[config.mk]
export PLATFORM = sky130hd
export DESIGN_NAME = dmem_ctrl
export DESIGN_NICKNAME = d
export VERILOG_FILES = /design/src/rtl/dmem_ctrl.sv
export SDC_FILE = /design/constraint.sdc
export NUM_CORES = 1
export LEC_CHECK = 0
export BUFFER_PORTS_ARGS = -buffer_cell sky130_fd_sc_hd__buf_2
export CAP_MARGIN = 10
export CORE_MARGIN = 1.5
export CORE_UTILIZATION = 37
export CTS_CLUSTER_SIZE = 20
export DETAILED_ROUTE_END_ITERATION = 10
export SLEW_MARGIN = 5
export SYNTH_ARGS = -nofsm -noshare
export SYNTH_HDL_FRONTEND = slang
export SYNTH_SLANG_ARGS = --single-unit
[constraint.sdc]
create_clock -name clock -period 3.3 [get_ports clock]
set_input_delay 0.33 -clock clock [delete_from_list [all_inputs] [get_ports clock]]
set_output_delay 0.33 -clock clock [all_outputs]
set_load 0.05 [all_outputs]
[src/rtl/dmem_ctrl.sv]
// dmem_ctrl: load/store unit bridging the datapath memory port to a req/ack word bus
module dmem_ctrl #(
  parameter int TIMEOUT = 15
) (
  input  logic        clock,
  input  logic        reset,
  input  logic        mem_re,
  input  logic        mem_we,
  input  logic [1:0]  mem_size,
  input  logic        mem_unsigned,
  input  logic [31:0] addr,
  input  logic [31:0] wd,
  output logic [31:0] rd,
  output logic        stall,
  output logic        fault,
  output logic        bus_req,
  output logic        bus_we,
  output logic [31:0] bus_addr,
  output logic [3:0]  bus_be,
  output logic [31:0] bus_wdata,
  input  logic [31:0] bus_rdata,
  input  logic        bus_ack
);
  typedef enum logic [1:0] {IDLE, BUSY, DONE} state_t;
  localparam logic [7:0] TO = 8'(TIMEOUT);
  state_t state, state_nx;
  logic [7:0] cnt;
  logic [1:0] lo_q, size_q;
  logic err_q, ld_q, uns_q;
  logic req, err, hit_to;
  logic [3:0] be_nx;
  logic [31:0] wdata_nx, lane, ld_val;
  always_comb begin
    req = mem_re | mem_we;
    err = (mem_re & mem_we) | (mem_size == 2'b11) | (mem_size == 2'b01 & addr[0])
        | (mem_size == 2'b10 & |addr[1:0]);
    hit_to = !bus_ack && (cnt + 8'd1 == TO);
    be_nx = mem_size == 2'b00 ? 4'b0001 << addr[1:0]
          : mem_size == 2'b01 ? 4'b0011 << addr[1:0] : 4'b1111;
    wdata_nx = mem_size == 2'b00 ? {4{wd[7:0]}} : mem_size == 2'b01 ? {2{wd[15:0]}} : wd;
    lane = bus_rdata >> {lo_q, 3'b000};
    ld_val = size_q == 2'b00 ? {{24{!uns_q & lane[7]}}, lane[7:0]}
           : size_q == 2'b01 ? {{16{!uns_q & lane[15]}}, lane[15:0]} : bus_rdata;
    state_nx = state == IDLE ? (req ? (err ? DONE : BUSY) : IDLE)
             : state == BUSY ? ((bus_ack | hit_to) ? DONE : BUSY) : IDLE;
    // reset must drop stall even while the request is still being presented
    stall = !reset & ((state == IDLE & req) | state == BUSY);
    fault = state == DONE & err_q;
  end
  always_ff @(posedge clock or posedge reset)
    if (reset) state <= IDLE;
    else state <= state_nx;
  always_ff @(posedge clock or posedge reset)
    if (reset) begin
      cnt <= '0;
      rd <= '0;
      err_q <= 1'b0;
      ld_q <= 1'b0;
      uns_q <= 1'b0;
      lo_q <= '0;
      size_q <= '0;
      bus_req <= 1'b0;
      bus_we <= 1'b0;
      bus_addr <= '0;
      bus_be <= '0;
      bus_wdata <= '0;
    end else if (state == IDLE) begin
      err_q <= err;
      if (req & !err) begin
        bus_req <= 1'b1;
        bus_we <= mem_we;
        bus_addr <= {addr[31:2], 2'b00};
        bus_be <= be_nx;
        bus_wdata <= wdata_nx;
        cnt <= '0;
        ld_q <= mem_re;
        uns_q <= mem_unsigned;
        lo_q <= addr[1:0];
        size_q <= mem_size;
      end
    end else if (state == BUSY) begin
      if (bus_ack) begin
        bus_req <= 1'b0;
        err_q <= 1'b0;
        if (ld_q) rd <= ld_val;
      end else if (hit_to) begin
        bus_req <= 1'b0;
        err_q <= 1'b1;
        if (ld_q) rd <= '0;
      end else cnt <= cnt + 8'd1;
    end
endmodule
# Word-level counts from Yosys, hierarchy flattened
# Index checks and enable logic that the tools add are counted.
# op_classes
n_addsub,1
mul,0
div_mod_pow,0
magnitude_cmp,0
eq_ne,10
n_shift,3
mux,29
n_bitwise,16
reduce_logical,17
# ops
cell,n
$mux W32,8
$mux W8,5
$shr A32 B5 Y16,1
$mux W2,5
$and A1 B1 Y1,9
$mux W1,9
$add A8 B1 Y8 const B,1
$eq A8 B4 Y1 const B,1
$mux W4,2
$reduce_and A4 Y1,2
$eq A2 B1 Y1 const B,3
$eq A2 B2 Y1 const B,3
$logic_not A2 Y1,3
$ne A2 B1 Y1 const B,3
$or A1 B1 Y1,6
$logic_not A1 Y1,4
$reduce_and A2 Y1,2
$reduce_bool A2 Y1,2
$shl A1 B2 Y4 const A,1
$shl A2 B2 Y4 const A,1
$reduce_and A3 Y1,1
$reduce_bool A3 Y1,1
$reduce_or A2 Y1,1
$logic_and A1 B1 Y1,1
$not A1 Y1,1
# word_totals
ff_bits,117
latchBits,0
ram_bits,0
rom_bits,0
inputBits,104
output_inout_bits,104
n_memories,0

# Depth between registers and ports, before layout
# depth
ltp_word,8
ltp_mapped,9
ltp_nobuf,7

# Least setup slack after synthesis
# OpenSTA, ideal clock, no wires.
# synth_path
path_kind,in2reg
from,in addr[0]
to,reg bus_addr[10]
t_arrival_ns,1.799
required_ns,3.175
slack_ns,1.377
path_stages,8
path_buffers,2
path_cell_list,inv_1 -> ha_1 -> nor2b_1 -> o22ai_1 -> nand4_1 -> clkbuf_1 -> buf_2 -> mux2_2
# synth_between
elab_chain_cells,6
# synth_lines
element,line_no,source
start: declaration,11,"input logic [31:0] addr,"
$and A1 B1 Y1 / $reduce_or A2 Y1 (equally long branches),"35, 36",
$or A1 B1 Y1 / $and A1 B1 Y1 (equally long branches),"35, 36",
$or A1 B1 Y1 (*),36,| (mem_size == 2'b10 & |addr[1:0]);
$logic_not A1 Y1 (*),69,if (req & !err) begin
$and A1 B1 Y1 (*),69,
$reduce_and A2 Y1 (no line) (*),--,
end signal: assignment,72,"bus_addr <= {addr[31:2], 2'b00};"
end: declaration,18,"output logic [31:0] bus_addr,"
# Mark *: on every way between the ends. The rest lies on a longest branch, timed or not.
# A chain may end at the register's enable or synchronous reset.

# Worst setup path after layout
# layout_path
from,reg lo_q[0]
to,reg rd[31]
# layout_between
elab_chain_cells,6
# layout_lines
element,line_no,source
start: declaration,28,"logic [1:0] lo_q, size_q;"
start signal: assignment,78,lo_q <= addr[1:0];
$shr A32 B5 Y16 (*),41,"lane = bus_rdata >> {lo_q, 3'b000};"
$and A1 B1 Y1,43,": size_q == 2'b01 ? {{16{!uns_q & lane[15]}}, lane[15:0]} : bus_rdata;"
$mux W32,43,
$mux W32 (*),42,"ld_val = size_q == 2'b00 ? {{24{!uns_q & lane[7]}}, lane[7:0]}"
$mux W32 (*),85,if (ld_q) rd <= ld_val;
$mux W32 (*),82,if (bus_ack) begin
end signal: assignment,85,
end: declaration,13,"output logic [31:0] rd,"
# Mark *: on every way between the ends. The rest lies on a longest branch, timed or not. The select of a mux whose other input is x is not followed.

==> flow_summary.yaml <==
cts:
  clock_latency_ns: 0.42
  cts-root-buf: "clkbuf_16"
  cts_sinks: 117
  clkTransAtPathRegs_ns: 0.06
  htree_levels: 4
  cts_buffer_depth: 2
  cts_inserted_buffers: 17
  ctsResizeCount: 0
  cts_tree: "yes"
setup_path:
  critPathSlowestCell: "dfrtp_1"
  path_delay_family: "multiplexers"
  crit_chain: "mux4_2, mux2_4, a22oi_1, o311ai_0"
  cp.depth: 4
  worstReg2RegEnd: "rd[31]"
  critPathLaunchType: "flop"
  worstSetupPathType: "flop to flop"
  crit_required_ns: 3.54
  reg2reg_slack_ns: 1.02
  cp-startpoint: "lo_q[0]"
  worstPathMaxFanout: 20
  r2r_cells: 4
  end_kind: "flop"
  crit_end: "rd[31]"
  timing.critical_path.buf_inv: 0
  timing.rr.start: "lo_q[0]"
  cp.arrival_ns: 2.53
  max_stage_delay_ns: 0.71
sta:
  finClkSkew_ns: 0.00844
  tns_ns: 0
  holdWs_ns: 0.133
  final_max_slew_viol_count: 0
  setup_viol: 0
  fin_crit_sh_pct: 69.2
  hold_violations: 0
  rsz0062_at_grt: "no"
  slew_headroom_pct: 31.1
  worst_pin_slew_ns: 1.03
  fin_ws_ns: 1.02
  fmax_ghz: 0.438
  period_minus_slack_ns: 2.28
die:
  start_util_pct: 37.6
  pin_count: 208
  std_cell_rows: 46
  die_h_um: 130
  core_um2: 15800
  die_w_um: 130
  dieArea_um2: 16800
drt:
  finalWirelength_mm: 16.8
  drc: 0
  drt_iter0_markers: 334
  vias: 5207
  ant_nets: 0
  via_per_inst: 5.29
  wl_per_cell_um: 17.1
  first_pass_iters: 4
pwr:
  switchingPower_uw: 3930
  p_comb_share_pct: 47.4
  p_int_uw: 4080
  swShare_pct: 49.1
  vdd_ir_drop_max_v: 0.000847
  power.leakage_uw: 0.00377
  p_per_area_nw_per_um2: 1040
  seq_power_share_pct: 30.6
  pwr-share-clk_pct: 22.0
grt:
  busiest_layer: "met2"
  grt_pass1_vias: 5251
  grt_use_total_pct: 20.4
  grt_pass1_wl_mm: 26.4
  grt-ovfl-total: 0
  use_met3_pct: 7.31
  met2_usage_pct: 32.1
  use_met1_pct: 25.8
  grt_max_degree: 96
  antenna_found_initial: 0
hold_path:
  hp-class: "input port to flop"
synth:
  syn_area_um2: 5920
  yosys_warnings: 0
  synthArstFlopShare_pct: 100
  syn_inst: 564
  synth_top_flop_cell: "dfrtp_1"
  synth.top_cells.by_count: "117 x dfrtp_1, 63 x nand2_1, 44 x mux2_2, 34 x o21ai_0, 31 x inv_1"
  syn_avg_cell_area_um2: 10.5
  yosysTopAreaCell: "dfrtp_1"
  synth_top_area_share_pct: 49.4
  synth.area.top_cells: "dfrtp_1 49%, mux2_2 8.4%, mux2i_1 4.9%"
  synth_most_common_cell: "dfrtp_1"
  ys_ff_latch: 117
  ys_types: 58
  synth_edf_count: 0
  ys_seq_area_share_pct: 49.4
place:
  portBuffers: 205
  dpl.hpwl_mm: 11.8
  place_ws_ns: 0.903
  place_area_um2: 7120
  place.gp.congestion: 0.865
outcome:
  status: "complete, no violations"
finish:
  final_area_um2: 7680
  post-route-util_pct: 48.7
  diodes: 0
  area_growth_pct: 29.7
  drive_gt1_share_pct: 38.6
  layout.nets: 866
job:
  cap_violations: 0
## per-layer routing
metal | share of wire [%] | wire (um)
met5 | 0 | 0
met4 | 2.0 | 337
met3 | 8.5 | 1430
met2 | 46 | 7770
met1 | 43 | 7280
## layout make-up
cell class | count | area (um2)
clock buffers | 18 | 429
inverters | 31 | 120
flip-flops and latches | 117 | 2930
multi-input cells | 376 | 2690
clock inverters | 14 | 129
fillers | 1536 | 8090
repair buffers | 213 | 1110
well taps | 216 | 270
## registers in the layout (all words and copies together), names as in the netlist, 2 cells and up
signal	flops
bus_wdata	32
size_q	2
bus_addr	30
cnt	8
lo_q	2
bus_be	4
rd	32
state	2
## placed cells by master (no fill, tap or decap), types with 2 or more instances in the layout
master / instances
a211o_1: 2
a211oi_1: 9
a21o_1: 2
a21oi_1: 17
a221o_1: 8
a221oi_1: 6
a22oi_1: 17
a2bb2oi_1: 6
a32o_1: 2
and3_1: 3
buf_12: 2
buf_2: 205
buf_4: 5
clkbuf_16: 17
clkinv_2: 3
clkinv_4: 4
clkinvlp_4: 4
conb_1: 2
dfrtp_1: 117
ha_1: 6
inv_1: 30
inv_6: 3
mux2_2: 44
mux2i_1: 29
nand2_1: 63
nand2b_1: 15
nand3_1: 7
nand4_1: 2
nor2_1: 26
nor2b_1: 4
nor3_1: 2
nor3b_1: 9
o211ai_1: 4
o211ai_2: 2
o21ai_0: 34
o221ai_1: 7
o2bb2ai_1: 2
o311ai_0: 13
o311ai_1: 11
xnor2_1: 2
## cell families after synthesis
family	count (synthesis)	share of synthesized area [%]
compound gates	150	18.5
xor+xnor	3	0.444
fa+ha+maj	6	1.27
buf+inv	72	5.13
flops	117	49.4
mux	75	13.9
other cells	1	0.0633
simple gates	140	11.3
## power groups by stage
stage,clock [uW],combinational (uW),sequential [uW]
finish,1760,3800,2450
global route,1860,4020,2530
CTS,1800,3830,2450
detailed placement,0,3830,2450
global placement,0,3780,2430
floorplan,0,1220,4130
## stage by stage
| step | power, uW | std cells |
|---|---|---|
| 2_1_floorplan | 5350 | 565 |
| 3_3_place_gp | 6210 | 952 |
| 4_1_cts | 8070 | 985 |
| 3_5_place_dp | 6280 | 952 |
| 6_report | 8010 | 985 |
| 5_1_grt | 8410 | 985 |
## what timing repair did
item / CTS / global route
hold endpoints to repair: 22 / 0
buffers inserted: 0 / 0
hold buffers: 1 / 0
## how the worst min path moves through the flow
| stage | from | to | depth (start not counted) |
|---|---|---|---|
| finish | addr[5] | bus_addr[5] | 2 |
| global route | addr[12] | bus_addr[12] | 2 |
| CTS | addr[5] | bus_addr[5] | 2 |
| detailed placement | reset | rd[11] | 2 |
| global placement | reset | rd[27] | 2 |
| floorplan | mem_re | bus_we | 1 |
Note: power is estimated with default switching activity, not from simulation.
